## config.mk

```make
export PLATFORM = sky130hd
export DESIGN_NAME = ifetch_buffer
export DESIGN_NICKNAME = d
export VERILOG_FILES = /design/src/rtl/ifb_pkg.sv /design/src/rtl/ifb_fifo.sv /design/src/rtl/ifetch_buffer.sv
export SDC_FILE = /design/constraint.sdc
export NUM_CORES = 1
export LEC_CHECK = 0
export CELL_PAD_IN_SITES_DETAIL_PLACEMENT = 0
export CELL_PAD_IN_SITES_GLOBAL_PLACEMENT = 1
export CORE_ASPECT_RATIO = 0.6
export CORE_UTILIZATION = 45
export DETAILED_ROUTE_END_ITERATION = 12
export PLACE_DENSITY = 0.91
export SLEW_MARGIN = 20
export SYNTH_ARGS = -nofsm -noshare
export SYNTH_HDL_FRONTEND = slang
export SYNTH_SLANG_ARGS = --single-unit
```

## constraint.sdc

```tcl
create_clock -name clk -period 5.7 [get_ports clk]
set_input_delay 0.855 -clock clk [delete_from_list [all_inputs] [get_ports clk]]
set_output_delay 0.855 -clock clk [all_outputs]
set_load 0.005 [all_outputs]
```

## src/rtl/ifb_pkg.sv

```systemverilog
// ifb_pkg: shared widths, PC step and the FIFO entry type for the
// instruction prefetch buffer (ifetch_buffer and ifb_fifo).
package ifb_pkg;
  localparam int INSTR_W = 32;
  localparam int PC_W    = 32;
  localparam logic [PC_W-1:0] PC_STEP = 32'd4;

  typedef struct packed {
    logic [INSTR_W-1:0] instr;
    logic [PC_W-1:0]    pc;
  } ifb_entry_t;
endpackage

```

## src/rtl/ifb_fifo.sv

```systemverilog
// ifb_fifo: synchronous FIFO of {instr, pc} entries.
// Pointers carry one extra MSB so full and empty are distinguishable.
// Ports:
//   clk, rst_n       clock, async active-low reset
//   i_flush          drop all entries; wins over push/pop
//   i_push, i_wdata  write one entry
//   i_pop            retire head entry (caller guarantees non-empty)
//   o_rdata          head entry (combinational)
//   o_empty, o_count occupancy
module ifb_fifo
  import ifb_pkg::*;
#(
  parameter int DEPTH = 4,
  localparam int AW = $clog2(DEPTH)
) (
  input  logic       clk,
  input  logic       rst_n,
  input  logic       i_flush,
  input  logic       i_push,
  input  ifb_entry_t i_wdata,
  input  logic       i_pop,
  output ifb_entry_t o_rdata,
  output logic       o_empty,
  output logic [AW:0] o_count
);
  logic [AW:0] r_wr, r_rd;
  ifb_entry_t  r_mem [DEPTH];

  assign o_count = r_wr - r_rd;
  assign o_empty = (r_wr == r_rd);
  assign o_rdata = r_mem[r_rd[AW-1:0]];

  always_ff @(posedge clk or negedge rst_n) begin
    if (!rst_n) begin
      r_wr <= '0;
      r_rd <= '0;
    end else if (i_flush) begin
      r_wr <= '0;
      r_rd <= '0;
    end else begin
      if (i_push) r_wr <= r_wr + 1'b1;
      if (i_pop)  r_rd <= r_rd + 1'b1;
    end
  end

  // When full, push+pop writes the slot being read this cycle; the head is
  // consumed before the edge, so the overwrite is safe.
  always_ff @(posedge clk) begin
    if (i_push && !i_flush) r_mem[r_wr[AW-1:0]] <= i_wdata;
  end

`ifndef SYNTHESIS
  a_no_overflow: assert property (@(posedge clk) disable iff (!rst_n)
    !(i_push && !i_flush && !i_pop && (o_count == (AW+1)'(DEPTH))));
`endif
endmodule

```

## src/rtl/ifetch_buffer.sv

```systemverilog
// ifetch_buffer: prefetch stage between instruction memory and decode.
// Sequences fetch_pc, issues one word read per cycle when credit allows,
// queues {instr, pc} in ifb_fifo and presents the head to decode.
// A pc_update flushes the queue, redirects fetch and toggles the epoch so
// any response tagged with the old epoch is discarded.
// Optional: define IFB_STATS_EN to add saturating flush_cnt / stall_cnt.
// Ports:
//   clk, rst                     clock, async active-low reset
//   imem_req/imem_addr           read request to instruction memory
//   imem_rdata/imem_valid        response, one cycle after the request
//   pc_update/pc_new             redirect from write-back
//   dec_valid/dec_ready          decode handshake
//   ir_o, PC, npc                head instruction, its address, PC+4
//   flush_cnt, stall_cnt         (IFB_STATS_EN only) event counters
module ifetch_buffer
  import ifb_pkg::*;
#(
  parameter int DEPTH = 4,
  parameter logic [PC_W-1:0] RESET_PC = 32'h0000_0000
) (
  input  logic               clk,
  input  logic               rst,
  output logic               imem_req,
  output logic [PC_W-1:0]    imem_addr,
  input  logic [INSTR_W-1:0] imem_rdata,
  input  logic               imem_valid,
  input  logic               pc_update,
  input  logic [PC_W-1:0]    pc_new,
  input  logic               dec_ready,
  output logic               dec_valid,
  output logic [INSTR_W-1:0] ir_o,
  output logic [PC_W-1:0]    PC,
  output logic [PC_W-1:0]    npc
`ifdef IFB_STATS_EN
  ,
  output logic [15:0]        flush_cnt,
  output logic [15:0]        stall_cnt
`endif
);
  localparam int AW = $clog2(DEPTH);

  logic [PC_W-1:0] r_fetch_pc, r_tag_addr;
  logic            r_epoch, r_tag_epoch, r_outstanding;
  logic [AW:0]     w_count;
  logic [AW+1:0]   w_credit;
  logic            w_empty, w_issue, w_push, w_pop;
  ifb_entry_t      w_head, w_wdata;
  logic            w_unused;

  assign w_unused = &{1'b0, pc_new[1:0]};

  // An outstanding request will land next edge, so it already holds a slot.
  assign w_credit = {1'b0, w_count} + {{(AW+1){1'b0}}, r_outstanding};
  assign w_issue  = rst && !pc_update && (w_credit < (AW+2)'(DEPTH));

  assign imem_req  = w_issue;
  assign imem_addr = r_fetch_pc;

  assign w_push  = imem_valid && r_outstanding && (r_tag_epoch == r_epoch) && !pc_update;
  assign w_pop   = dec_valid && dec_ready && !pc_update;
  assign w_wdata = '{instr: imem_rdata, pc: r_tag_addr};

  ifb_fifo #(.DEPTH(DEPTH)) u_fifo (
    .clk     (clk),
    .rst_n   (rst),
    .i_flush (pc_update),
    .i_push  (w_push),
    .i_wdata (w_wdata),
    .i_pop   (w_pop),
    .o_rdata (w_head),
    .o_empty (w_empty),
    .o_count (w_count)
  );

  // Outputs are forced to zero while empty so stale slots never leak out.
  assign dec_valid = !w_empty;
  assign ir_o      = w_empty ? '0 : w_head.instr;
  assign PC        = w_empty ? '0 : w_head.pc;
  assign npc       = PC + PC_STEP;

  always_ff @(posedge clk or negedge rst) begin
    if (!rst) begin
      r_fetch_pc    <= RESET_PC;
      r_epoch       <= 1'b0;
      r_outstanding <= 1'b0;
      r_tag_epoch   <= 1'b0;
      r_tag_addr    <= '0;
    end else if (pc_update) begin
      r_fetch_pc    <= {pc_new[PC_W-1:2], 2'b00};
      r_epoch       <= ~r_epoch;
      r_outstanding <= 1'b0;
    end else begin
      r_outstanding <= w_issue;
      if (w_issue) begin
        r_fetch_pc  <= r_fetch_pc + PC_STEP;
        r_tag_addr  <= r_fetch_pc;
        r_tag_epoch <= r_epoch;
      end
    end
  end

`ifdef IFB_STATS_EN
  always_ff @(posedge clk or negedge rst) begin
    if (!rst) begin
      flush_cnt <= '0;
      stall_cnt <= '0;
    end else begin
      if (pc_update && (flush_cnt != 16'hFFFF))                stall_cnt <= stall_cnt;
      if (pc_update && (flush_cnt != 16'hFFFF))                flush_cnt <= flush_cnt + 16'd1;
      if (dec_valid && !dec_ready && (stall_cnt != 16'hFFFF))  stall_cnt <= stall_cnt + 16'd1;
    end
  end
`endif
endmodule

```

==> qor.txt <==
Status: completed
Arrival time worst endpoint: 4.33 ns
Final setup TNS: 0 ns
Power per cell area: 344 nW/um^2
Ant diodes: 0
Final nets: 1179
Global Route Usage Sum: 21.2%
Initial antenna violation count: 1
Final period utilization: 90.9%
MaxCap Viol Count: 0
Hpwl dp: 21600 um
Max Clk Rate: 0.193 GHz
Yosys reg bits: 317
Vias post-DR: 8578
Reg power frac: 49.5%
Most frequent cells in the layout: 248 x edfxtp_1, 189 x clkdlybuf4s50_1, 140 x nand2_1
Synth top area share: 54.5%
# port buffers: 190
Clk slew on worst S/H paths: 0.06 ns
Proportion of power drawn by combinational gates: 19.1%
Pin count of the biggest net entering global routing: 70
Clock buffer depth: 3
Final WS setup: 0.519 ns
Drt wl/cell: 21.3 um
Total power draw: 5.78 mW
Tmin final: 5.18 ns
Worst slew pin tran: 0.987 ns
Post-synth EDFFs: 248
Area contributors post-synth: edfxtp_1 55%, dfrtp_1 13%, mux4_2 7.8%, nand2_1 3.8%, mux4_1 2.9%
Worst setup EP type: output port
Worst-Skew Late Latency: 0.56 ns
CTS buffer count: 28
Layout area overhead: 23.2%
Leakage: 5.91 nW
Mapped Area: 13700 um^2
Sw power: 1.50 mW
Final Slew Violations: 0
Dpl cell area: 15900 um^2
Routed WL: 32400 um
ANT nets after route: 0
Synth unique cells: 51
Leading area contributor after synthesis: edfxtp_1
Sinks on Clock Net: 317
First-pass GRT wire length: 49500 um
Maximum vdd drop: 212 uV
RD Place Congestion: 0.855
# rows: 48
Post-synthesis async set-or-reset flop share: 21.8%
Final instance area: 16800 um^2
Clock power share: 31.4%
Post-CTS sizing: 0
Final hold violation count: 0
Hold Path Class: reg2reg
DR pass1 iterations: 5
Max-slew headroom: 34.2%
Final Setup Violations: 0
Post-placement worst setup slack: 1.06 ns
Routed vias/inst: 5.64
CTS root buf: clkbuf_16
Average size of a mapped cell: 15.0 um^2
Die height: 137 um
H-tree levels: 1
DRC Markers: 0
Post-CTS setup buffer count: 0
Internal power: 4.29 mW
Initial Util: 46.6%
IO Count: 199
Yosys warning count: 0
Syn Inst Count: 911
CP Class: reg2out
CTS tree: done
Die area: 31100 um^2
Skew final: 0.0129 ns
Total gr overflow: 0
Share of cells above drive strength 1: 10.3%
Switching share of power: 25.9%
RSZ-0062 raised after global routing: no
Core Region: 29300 um^2
DRT iter0 DRCs: 753
Post-synthesis sequential area ratio: 67.2%
Vias in the first global route: 8227
Commonest non-fill, non-tap cell in the layout: edfxtp_1
Critical path launch point type: flop
WP data required: 4.85 ns
Most used DFF post-synth: edfxtp_1
CP Max Fanout: 65
Hold buffer count at cts: 0
Die width: 227 um
==> area by class of cell <==
| cell class | instances | area [um^2] |
|---|---|---|
| Tap cell | 400 | 500 |
| Timing Repair Buffer | 210 | 2060 |
| Clock buffer | 47 | 855 |
| Fill cell | 2312 | 12500 |
| Sequential cell | 317 | 9180 |
| Clock inverter | 5 | 21.3 |
| Inverter | 24 | 90.1 |
| Multi-Input combinational cell | 519 | 4120 |
==> power by group through the flow <==
stage / sequential [mW] / clock (mW) / combinational, mW
finish: 2.86 / 1.82 / 1.10
global route: 2.88 / 1.94 / 1.20
floorplan: 2.82 / 0 / 0.570
global placement: 2.89 / 0 / 1.09
detailed placement: 2.91 / 0 / 1.11
CTS: 2.86 / 1.84 / 1.11
==> cells in the mapped netlist (all sizes together), types with 2 or more instances <==
cell,number
edfxtp,248
nand2,140
dfrtp,69
mux4,62
and2,54
o21ai,37
clkbuf,30
nand3,30
buf,26
nor2,25
inv,24
xnor2,21
o311ai,17
nand4,15
xor2,14
nor3,13
and4,9
ha,9
a31oi,8
a21oi,7
o211ai,7
a41oi,6
and3,6
nor4,6
nor2b,4
o21a,4
a21o,2
a22oi,2
a32oi,2
nor3b,2
==> per-layer routing <==
metal / GRT usage [%] / vias to the layer above / wire (um)
met5: 0 / - / 0
met4: 3.12 / 0 / 365
met3: 4.38 / 35 / 2720
met2: 29.4 / 375 / 13600
met1: 34.6 / 4343 / 15800
li1: - / 3825 / -
==> cells by family after synthesis <==
logic type	after synthesis	share of synthesized area [%]
mux	63	10.7
other cells	1	0.0275
fa+ha+maj	10	0.971
buf+inv	80	2.81
flops	317	67.2
xor+xnor	36	2.47
simple gates	308	11.1
compound gates	96	4.70
==> state kept, by name, summed over array words and instances (netlist names) <==
| register | cells |
|---|---|
| r_outstanding | 1 |
| u_fifo.r_wr | 3 |
| imem_addr | 30 |
| u_fifo.r_mem | 248 |
| r_tag_addr | 30 |
| u_fifo.r_rd | 3 |
| r_epoch | 1 |
| r_tag_epoch | 1 |
==> worst max-delay path: stages (launching register included) <==
cell,delay [ns]
dfrtp_2,0.35
buf_4,0.75
mux4_2,0.45
nand2_1,0.11
inv_1,0.08
ha_1,0.20
nand4_1,0.13
or3_1,0.47
nor4_1,0.51
xnor2_1,0.18
clkdlybuf4s50_1,0.53
==> per-stage QoR <==
step | std cells | utilization [%] | hold WS [ns]
2_1_floorplan | 916 | - | 0.467
3_3_place_gp | 1470 | 54.4 | 0.479
3_5_place_dp | 1470 | 54.4 | 0.502
4_1_cts | 1522 | 57.4 | 0.518
5_1_grt | 1522 | 57.4 | 0.543
6_report | 1522 | 57.4 | 0.515
==> final timing paths <==
| kind | from | end | slack (ns) | depth (start not counted) |
|---|---|---|---|---|
| worst min register to register | r_tag_epoch | r_tag_epoch | 0.51 | 2 |
| worst min-delay path | r_tag_epoch | r_tag_epoch | 0.51 | 2 |
| worst max register to register | u_fifo.r_rd[1] | imem_addr[30] | 1.60 | 10 |
| max in group asynchronous | rst | u_fifo.r_rd[0] | 4.38 | 2 |
| worst max-delay path | u_fifo.r_rd[1] | npc[26] | 0.52 | 10 |
| min in group asynchronous | rst | imem_addr[21] | 0.60 | 2 |
Power figures use the tool's default switching activity.
==> RTL edit 1: new RTL, same flow settings <==
Build with the macro `IFB_STATS_EN` defined.
--- a/src/rtl/ifetch_buffer.sv
+++ b/src/rtl/ifetch_buffer.sv
@@ -13,4 +13,6 @@
 //   ir_o, PC, npc                head instruction, its address, PC+4
 //   flush_cnt, stall_cnt         (IFB_STATS_EN only) event counters
+`define IFB_STATS_EN
+
 module ifetch_buffer
   import ifb_pkg::*;
Check against the original RTL (old outputs only; new: flush_cnt and stall_cnt): equivalent (equiv_simple and equiv_induct, registers matched by name and starting in step).
==> RTL edit 1 against the original RTL <==
  * Setup slack gained 0.20 ns
  * Final cell count grew 15%
  * Critical endpoint is now npc[20]
  * Sequential cell count grew 32
  * Wire length grew 13%
  * Area after synthesis grew 11%
  * Total power grew 14%
  * Design area grew 12%
  * Die area grew 11%
==> RTL edit 1: results (changes against the original RTL) <==
worst r2r src u_fifo.r_rd[0]$_DFFE_PN0P_; Final #Nets 1,356 (+15%); reg2reg end imem_addr[15]$_DFFE_PN0P_; worst hold stages 1 (-1); Compound-Gate Fraction of Synth Area 0.0427 (-0.00428); first-pass GRT wire length 56,000 um (+13%); DR iter-0 viols 742 (-1.5%); I/O Buffers 222 (+17%); Peak VDD IR 216 uV (+2.1%); layout cells sized above 1 0.108 (+0.00422); clock buffer depth 3 (unchanged); CP max stage delay 0.75 ns (about the same); proportion of synthesized chip area in sequential cells 0.659 (-0.0130); Worst-Margin Slew 1.02 ns (+0.0313 ns); initial antenna violation count 1 (unchanged); synth top area cells edfxtp_1, dfrtp_1, mux4_2, nand2_1, and2_1; Post-synth top cells edfxtp_1, nand2_1, dfrtp_1; Distinct cells, synth 66 (+29%); GPL Wtd Cong 0.801 (-6.4%); status completed; maximum fanout along the worst path 15 (-77%); Worst Hold Path EP flush_cnt[11]$_DFFE_PN0P_; Max stage delay cell, worst path nor3_2; cell area after placement 17,800 sq um (+12%); CP Data Arrival Time 4.12 ns (-0.21 ns); asr flop ratio synth 0.289 (+0.0717); R2R setup slack 2.25 ns (+0.65 ns); clk_skew 0.0228 ns (+0.00992 ns); Register-to-Register Path Depth 9 (-1); Adder-Cell Fraction of Synth Area 0.0104 (+0.000700); Inserted Clock Buffers 34 (+21%); worst setup path end npc[20]; Post-Synth XOR/XNOR Area 0.0386 (+0.0139); P_leak 6.81 nW (+15%); largest net degree at the start of global routing 65 (-7.1%); mux share of post-synthesis cell area 0.0970 (-0.0101); detailed-route wire length 36,600 um (+13%); GRT Total Usage 0.216 (+0.00398); hold path start flush_cnt[11]$_DFFE_PN0P_; synth warn 0 (unchanged); DP Wirelength 24,200 um (+12%); worst-skew pair later-pin latency 0.53 ns (-0.03 ns); max reg flops 248 (unchanged); htree depth 2 (+1); sw power 1.73 mW (+16%); post-DR vias/cell 5.45 (-3.3%); vias in the first global route 9,632 (+17%); Min-Delay Path Class register to register; critical path's top delay family simple AND/OR/NAND/NOR gates; Fill cells 2,616 (+13%)
==> RTL edit 1: logic make-up (layout without fill, tap and decap cells) <==
group	after synthesis	in the layout
other cells	1	7
flops	349	349
simple gates	382	382
compound gates	96	96
fa+ha+maj	12	12
mux	66	66
xor+xnor	65	65
buf+inv	75	325
==> RTL edit 1: power by group through the flow <==
stage / sequential (mW) / combinational [mW] / clock [mW]
2_1_floorplan: 3.13 / 0.644 / 0
3_3_place_gp: 3.19 / 1.25 / 0
3_5_place_dp: 3.21 / 1.26 / 0
4_1_cts: 3.16 / 1.27 / 2.25
5_1_grt: 3.18 / 1.37 / 2.35
6_report: 3.15 / 1.25 / 2.20
==> RTL edit 1: metal layers <==
layer  part of all wire  vias up  global-route usage
met4              0.019        0              0.0597
met5                  0        -                   0
li1                   -     4357                   -
met2               0.49      291               0.351
met1               0.44     4855               0.303
met3              0.054       45              0.0361
==> RTL edit 1: cell type report <==
class	instances	area, sq um	area share
clock buffer	50	942	0.0500
timing repair buffer	240	2350	0.125
antenna	1	2.50	0.000133
inverter	23	87.6	0.00464
multi-input combinational	627	4810	0.255
clock inverter	12	130	0.00690
sequential	349	9980	0.529
tap	450	563	0.0299
==> RTL edit 1: metrics by stage <==
step / hold slack (ns) / cells / power [mW] / setup slack (ns)
floorplan: 0.467 / 1051 / 3.77 / 1.39
global placement: 0.474 / 1689 / 4.44 / 1.36
detailed placement: 0.477 / 1689 / 4.47 / 1.30
CTS: 0.490 / 1751 / 6.68 / 0.742
global route: 0.518 / 1752 / 6.90 / 0.550
finish: 0.486 / 1752 / 6.61 / 0.723
==> RTL edit 2: new RTL, same settings <==
Without the edit above. `INSTR_W`: 32 -> 64.
--- a/src/rtl/ifb_pkg.sv
+++ b/src/rtl/ifb_pkg.sv
@@ -2,5 +2,5 @@
 // instruction prefetch buffer (ifetch_buffer and ifb_fifo).
 package ifb_pkg;
-  localparam int INSTR_W = 32;
+  localparam int INSTR_W = 64;
   localparam int PC_W    = 32;
   localparam logic [PC_W-1:0] PC_STEP = 32'd4;
Ports: changed (resized imem_rdata and ir_o); port bits go from 199 to 263. The function was not compared with the original's and may differ.
==> RTL edit 2 against the original RTL <==
  * Die area is 35% higher
  * Sequential power rose by 36%
  * Setup slack got worse by 0.13 ns
  * Design area up 36%
  * Critical path depth is 4 higher
  * Total power grew 38%
  * Synthesized cell count increased by 22%
  * Wire length increased by 33%
  * Sequential cell count increased by 128
  * Area after synthesis is 35% higher
==> RTL edit 2: results (changes against the original RTL) <==
status completed; Fill cells 3,084 (+33%); CP Data Arrival Time 4.45 ns (+0.12 ns); GR Layer Usage met3 0.0375 (-0.00626); Distinct cells, synth 55 (+7.8%); sw power 2.00 mW (+34%); final core occ 0.565 (-0.00885); initial antenna violation count 0 (-1); Wirelength per Cell 22.3 um (+4.7%); mux share of post-synthesis cell area 0.116 (+0.00913); DP Wirelength 26,800 um (+24%); vias in the first global route 11.2k (+36%); max reg flops 376 (+52%); Power Total 7.98 mW (+38%); M1 WL 18,300 um (+16%); cell area after placement 21,600 sq um (+35%); layout clock buffer count 52 (+11%); clk_skew 0.0260 ns (+0.0131 ns); maximum fanout along the worst path 20 (-69%); metal3 WL 2190 um (-20%); CTS sink cnt 445 (+40%); largest net degree at the start of global routing 97 (+39%); GRT Total Usage 0.206 (-0.00575); fraction of area in multi-input gates 0.221 (-0.0243); Post-Synth XOR/XNOR Area 0.0183 (-0.00644); max frequency 188 MHz (-2.4%); proportion of synthesized chip area in sequential cells 0.705 (+0.0333); Post-synth EDFFs 376 (+52%); Peak VDD IR 193 uV (-8.9%); number of non-clock buffers 275 (+31%); layout cells sized above 1 0.134 (+0.0308); met2 routed WL 21,800 um (+61%); M1 GR Usage 0.278 (-0.0684); grt met2 use 0.350 (+0.0564); I/O Buffers 254 (+34%); P_leak 7.75 nW (+31%); post-DR vias/cell 5.58 (-1.0%); Storage cell area 13,000 sq um (+42%); Register-to-Register Path Depth 9 (-1); reg2reg end imem_addr[6]$_DFFE_PN0P_; die area 41,900 sq um (+35%); Avg Inst Size Synth 16.6 sq um (+11%); synth top area cells edfxtp_1, mux4_2, dfrtp_1, and2_1, nand2_1; Post-synth top cells edfxtp_1, nand2_1, mux4_2; Max stage delay cell, worst path dfrtp_4; multi-input gates 583 (+12%); GPL Wtd Cong 0.887 (+3.7%); CP max stage delay 0.65 ns (-0.10 ns); Post-Place Cells 1,857 (+26%); detailed-route wire length 43,100 um (+33%); Compound-Gate Fraction of Synth Area 0.0355 (-0.0115); sequential share of power 0.487 (-0.008); worst setup slack after placement 0.784 ns (-0.273 ns); Clock-cell share 0.0558 (+0.00378); R2R setup slack 2.11 ns (+0.51 ns); Final #Nets 1,482 (+26%); critical path's top delay family simple AND/OR/NAND/NOR gates; Non-clock buffer share 0.121 (-0.00175); relative slew slack 0.367 (+0.0245)
==> RTL edit 2: worst min-delay path by stage <==
| stage | cells after the start | to | start |
|---|---|---|---|
| 3_5_place_dp | 2 | r_tag_epoch$_DFFE_PN0P_ | r_tag_epoch$_DFFE_PN0P_ |
| 2_1_floorplan | 2 | r_tag_epoch$_DFFE_PN0P_ | r_tag_epoch$_DFFE_PN0P_ |
| 3_3_place_gp | 2 | r_tag_epoch$_DFFE_PN0P_ | r_tag_epoch$_DFFE_PN0P_ |
| 6_report | 2 | r_tag_epoch$_DFFE_PN0P_ | r_tag_epoch$_DFFE_PN0P_ |
| 5_1_grt | 1 | r_epoch$_DFFE_PN0P_ | r_epoch$_DFFE_PN0P_ |
| 4_1_cts | 2 | r_tag_epoch$_DFFE_PN0P_ | r_tag_epoch$_DFFE_PN0P_ |
